`src/rtl/mips_step_ctrl.sv`:
```
// Run/step/halt sequencer that gates a MIPS core with one-cycle clock-enable pulses.
// Optional breakpoint halt is compiled in when BREAKPOINT_EN is defined.
module mips_step_ctrl #(
    parameter int PRESC_DIV = 50000000,
    parameter int CNT_W     = 26
) (
    input  logic        clk_i,
    input  logic        reset_i,
    input  logic        run_i,
    input  logic        step_i,
    input  logic        halt_i,
    input  logic [31:0] pc_i,
    input  logic [31:0] bp_addr_i,
    input  logic        bp_valid_i,
    output logic        cpu_en_o,
    output logic [1:0]  state_o,
    output logic [15:0] instr_cnt_o,
    output logic        bp_hit_o
);

    // state | meaning
    // IDLE  | out of reset, core gated, waiting for run or step
    // RUN   | free-run, one enable pulse every PRESC_DIV cycles
    // STEP  | single instruction, pulse issued on entry
    // HALT  | stopped by halt_i, end of step, or breakpoint
    typedef enum logic [1:0] {
        ST_IDLE = 2'd0,
        ST_RUN  = 2'd1,
        ST_STEP = 2'd2,
        ST_HALT = 2'd3
    } state_t;

    localparam logic [CNT_W-1:0] PRESC_TC = CNT_W'(PRESC_DIV - 1);

    state_t           state_q, state_d;
    logic [CNT_W-1:0] presc_q, presc_d;
    logic             cpu_en_q, cpu_en_d;
    logic [15:0]      instr_cnt_q, instr_cnt_d;
    logic             bp_hit_q, bp_hit_d;
    logic             first_q, first_d;
    logic             run_q, step_q;
    logic             run_rise, step_rise, tc, bp_match;

    assign run_rise  = run_i & ~run_q;
    assign step_rise = step_i & ~step_q;
    assign tc        = (presc_q == PRESC_TC);

`ifdef BREAKPOINT_EN
    // The first pulse after entering RUN always issues so a restart can leave a matching PC.
    assign bp_match = bp_valid_i && (pc_i == bp_addr_i) && !first_q;
`else
    logic unused_bp;
    assign unused_bp = ^{pc_i, bp_addr_i, bp_valid_i, first_q};
    assign bp_match  = 1'b0;
`endif

    always_comb begin
        state_d  = state_q;
        presc_d  = '0;
        cpu_en_d = 1'b0;
        bp_hit_d = 1'b0;
        first_d  = first_q;

        unique case (state_q)
            ST_IDLE, ST_HALT: begin
                if (halt_i)         state_d = ST_HALT;
                else if (run_rise)  state_d = ST_RUN;
                else if (step_rise) state_d = ST_STEP;
            end
            ST_RUN: begin
                if (halt_i)              state_d = ST_HALT;
                else if (step_rise)      state_d = ST_STEP;
                else if (tc && bp_match) begin
                    state_d  = ST_HALT;
                    bp_hit_d = 1'b1;
                end
                else                     state_d = ST_RUN;
            end
            ST_STEP: begin
                if (halt_i)        state_d = ST_HALT;
                else if (run_rise) state_d = ST_RUN;
                else               state_d = ST_HALT;
            end
        endcase

        if (state_d == ST_STEP && state_q != ST_STEP)
            cpu_en_d = 1'b1;

        if (state_q == ST_RUN && state_d == ST_RUN) begin
            presc_d  = tc ? '0 : presc_q + CNT_W'(1);
            cpu_en_d = tc;
            if (tc)
                first_d = 1'b0;
        end

        if (state_d == ST_RUN && state_q != ST_RUN)
            first_d = 1'b1;

        if (state_q == ST_HALT && state_d == ST_HALT)
            bp_hit_d = bp_hit_q;
    end

    assign instr_cnt_d = instr_cnt_q + {15'd0, cpu_en_d};

    always_ff @(posedge clk_i) begin
        if (reset_i) begin
            state_q     <= ST_IDLE;
            presc_q     <= '0;
            cpu_en_q    <= 1'b0;
            instr_cnt_q <= 16'd0;
            bp_hit_q    <= 1'b0;
            first_q     <= 1'b0;
            run_q       <= run_i;
            step_q      <= step_i;
        end else begin
            state_q     <= state_d;
            presc_q     <= presc_d;
            cpu_en_q    <= cpu_en_d;
            instr_cnt_q <= instr_cnt_d;
            bp_hit_q    <= bp_hit_d;
            first_q     <= first_d;
            run_q       <= run_i;
            step_q      <= step_i;
        end
    end

    assign cpu_en_o    = cpu_en_q;
    assign state_o     = state_q;
    assign instr_cnt_o = instr_cnt_q;
`ifdef BREAKPOINT_EN
    assign bp_hit_o    = bp_hit_q;
`else
    logic unused_hit;
    assign unused_hit  = bp_hit_q;
    assign bp_hit_o    = 1'b0;
`endif

endmodule

```
`config.mk`:
```
export PLATFORM = sky130hd
export DESIGN_NAME = mips_step_ctrl
export DESIGN_NICKNAME = d
export VERILOG_FILES = /design/src/rtl/mips_step_ctrl.sv
export SDC_FILE = /design/constraint.sdc
export NUM_CORES = 1
export LEC_CHECK = 0
export CORE_MARGIN = 2
export CORE_UTILIZATION = 37
export DETAILED_ROUTE_END_ITERATION = 8
export DONT_BUFFER_PORTS = 1
export PLACE_DENSITY = 0.5
export SLEW_MARGIN = 20
export SYNTH_ARGS = -nofsm -noshare
export SYNTH_HDL_FRONTEND = slang
export SYNTH_SLANG_ARGS = --single-unit
export TNS_END_PERCENT = 20
```
`constraint.sdc`:
```
create_clock -name clk_i -period 3.9 [get_ports clk_i]
set_clock_uncertainty 0.1 [all_clocks]
set_input_delay 0.585 -clock clk_i [delete_from_list [all_inputs] [get_ports clk_i]]
set_output_delay 0.585 -clock clk_i [all_outputs]
set_load 0.1 [all_outputs]
```
==> impl_metrics.yaml <==
status:
  status: "complete, no violations"
power_and_ir_drop:
  leakagePower_uw: 0.000816
  ir_drop_uv: 429
  p_per_area_nw_per_um2: 513
  finalPower_uw: 1260
clock_tree:
  cts_max_level: 2
  cts_buffer_depth: 2
  ctsRootBufferMaster: "clkbuf_8"
  cts_tree: "yes"
  post_cts_resized: 0
  cts-hold-fix-buffers: 0
  post_cts_buffers: 0
  clk_latency_ns: 0.30
  path_clk_slew_ns: 0.09
  clock_sinks: 47
  numCtsBuffers: 5
yosys:
  netlist_area_um2: 2190
  synthFlopType: "dfxtp_1"
  seq_area_frac_synth_pct: 43.0
  syn_area_per_cell_um2: 8.82
  syn_nets: 323
  yosys_warnings: 0
  yosysUniqueCellTypes: 39
  synth_edf_count: 0
  ys_ff_latch: 47
  synth_cells: 248
  async_reset_ff_share_pct: 0
route:
  ant_nets: 0
  drcViolationCount: 0
  drt-total-wl_um: 3940
  vias: 1645
  drt_iter0_drc: 58
  routed_via_density: 4.87
  avgRoutedWirePerCell_um: 11.7
  dr.pass1.iters: 4
sta:
  finalSetupTns_ns: 0
  fmax_mhz: 303
  fin_crit_ns: 3.30
  fin_crit_sh_pct: 84.6
  rsz0062_at_grt: "no"
  worst_slack_ns: 0.600
  slew_headroom_pct: 26.6
  setup_violations: 0
  tightest_slew_ns: 1.10
  drv_slew: 0
  hold_viol: 0
floorplan:
  die_h_um: 80.9
  die_area_um2: 6550
  rows: 28
  die_w_um: 80.9
  coreArea_um2: 5820
  ios: 90
  start_util_pct: 37.6
final_layout:
  final_cell_area_um2: 2450
  regArea_um2: 941
  stdcell_count: 338
  layout_common_cells: "nor2_1 (49), dfxtp_1 (47), xor2_1 (20), nand3_1 (17), xnor2_1 (17)"
  n_antenna_cell: 0
  mostFrequentLayoutCell: "nor2_1"
  nFillCells: 601
  synthToLayoutAreaGrowth_pct: 12.1
  drive_gt1_share_pct: 11.4
  multiInputGateArea_um2: 1130
  layout.nets: 337
placement:
  pre_cts_ws_ns: 0.542
  hpwl_um: 2760
  io_buffer_count: 0
  dpl_cell_area_um2: 2320
  place_congestion: 0.757
  place_inst: 330
global_routing:
  track_usage_pct: 13.7
  grt-ovfl-total: 0
  grt_max_degree: 27
  grt_pass1_vias: 1579
  grt_antenna_before_repair: 0
  grt_first_pass_wirelength_um: 7190
hold_path:
  min-delay-start: "step_i"
  hold-path-cell-count: 0
  hold_class: "primary input to flop"
setup_path:
  critPathKind: "flop to flop"
  crit_start: "presc_q[0]"
  cp.arrival_ns: 3.44
  rr_worst_depth: 13
  crit_required_ns: 4.04
  cp-end-kind: "flop"
  crit_fanout: 5
  worstSetupStartpointType: "flop"
  r2r-start: "presc_q[0]"
run:
  max_cap_viol_count: 0
synthesized netlist by cell type (2+ instances only):
library cell | count | area [um2]
a21oi_1 | 3 | 15.0
and3_1 | 3 | 18.8
buf_12 | 2 | 40.0
buf_4 | 2 | 15.0
dfxtp_1 | 47 | 941
ha_1 | 5 | 62.6
inv_1 | 11 | 41.3
nand2_1 | 11 | 41.3
nand2b_1 | 2 | 12.5
nand3_1 | 17 | 85.1
nand3b_1 | 2 | 15.0
nand4_1 | 14 | 87.6
nor2_1 | 49 | 184
nor2b_1 | 3 | 18.8
nor3_1 | 7 | 35.0
nor4_1 | 5 | 31.3
nor4b_1 | 3 | 26.3
o21ai_0 | 3 | 15.0
or3_1 | 3 | 18.8
or4b_1 | 2 | 20.0
xnor2_1 | 17 | 149
xor2_1 | 20 | 175
sequential cells by signal (all words and copies together) (netlist names):
name	count
step_q	1
instr_cnt_o	16
cpu_en_o	1
run_q	1
presc_q	26
state_o	2
cell type report:
cell class	instances	area share, %
Multi-Input combinational cell	182	46.0
Sequential cell	47	38.4
Timing Repair Buffer	15	4.59
Tap cell	75	3.83
Clock buffer	5	2.81
Clock inverter	3	2.76
Inverter	11	1.68
stage by stage:
step	hold WS, ns	utilization [%]
3_3_place_gp	0.350	39.8
2_1_floorplan	0.330	-
4_1_cts	0.197	42.2
5_1_grt	0.189	42.2
6_report	0.208	42.2
3_5_place_dp	0.359	39.8
worst max-delay path, cell delays in order (launching register included):
cell and delay (ns):
dfxtp_1 0.38, ha_1 0.24, nand3_1 0.14, or4b_1 0.56, nor3_1 0.30, nand3_1 0.14, nand2_1 0.11, ha_1 0.22
nand2_1 0.12, nor4_1 0.32, buf_4 0.19, nand4_1 0.10, xor2_1 0.21, nor2_1 0.11
report_power, final:
group | switching [uW] | internal, uW
registers | 49.6 | 501
clock network | 166 | 256
logic | 197 | 89.4
total | 412 | 846
cell families after synthesis:
group | after synthesis | share of synthesized area, %
DFF | 47 | 43.0
xor gates and xnor gates | 37 | 14.8
buffers and inverters | 19 | 5.49
other | 1 | 0.171
and+or+nand+nor | 128 | 30.2
adders and majority gates | 5 | 2.86
AOI/OAI and AO/OA | 11 | 3.49
routing by layer:
layer  track usage (%)  part of all wire, %
met3              3.56                  3.7
met4              4.07                  1.1
met2              21.5                   44
met1              18.5                   51
met5                 0                    0
path summary, 6_finish.rpt:
kind                                        end  slack [ns]
worst min register to register       presc_q[0]        0.38
worst max register to register  instr_cnt_o[15]        0.60
worst min-delay path                     step_q        0.21
worst max-delay path            instr_cnt_o[15]        0.60
(Power assumes the default switching activity.)
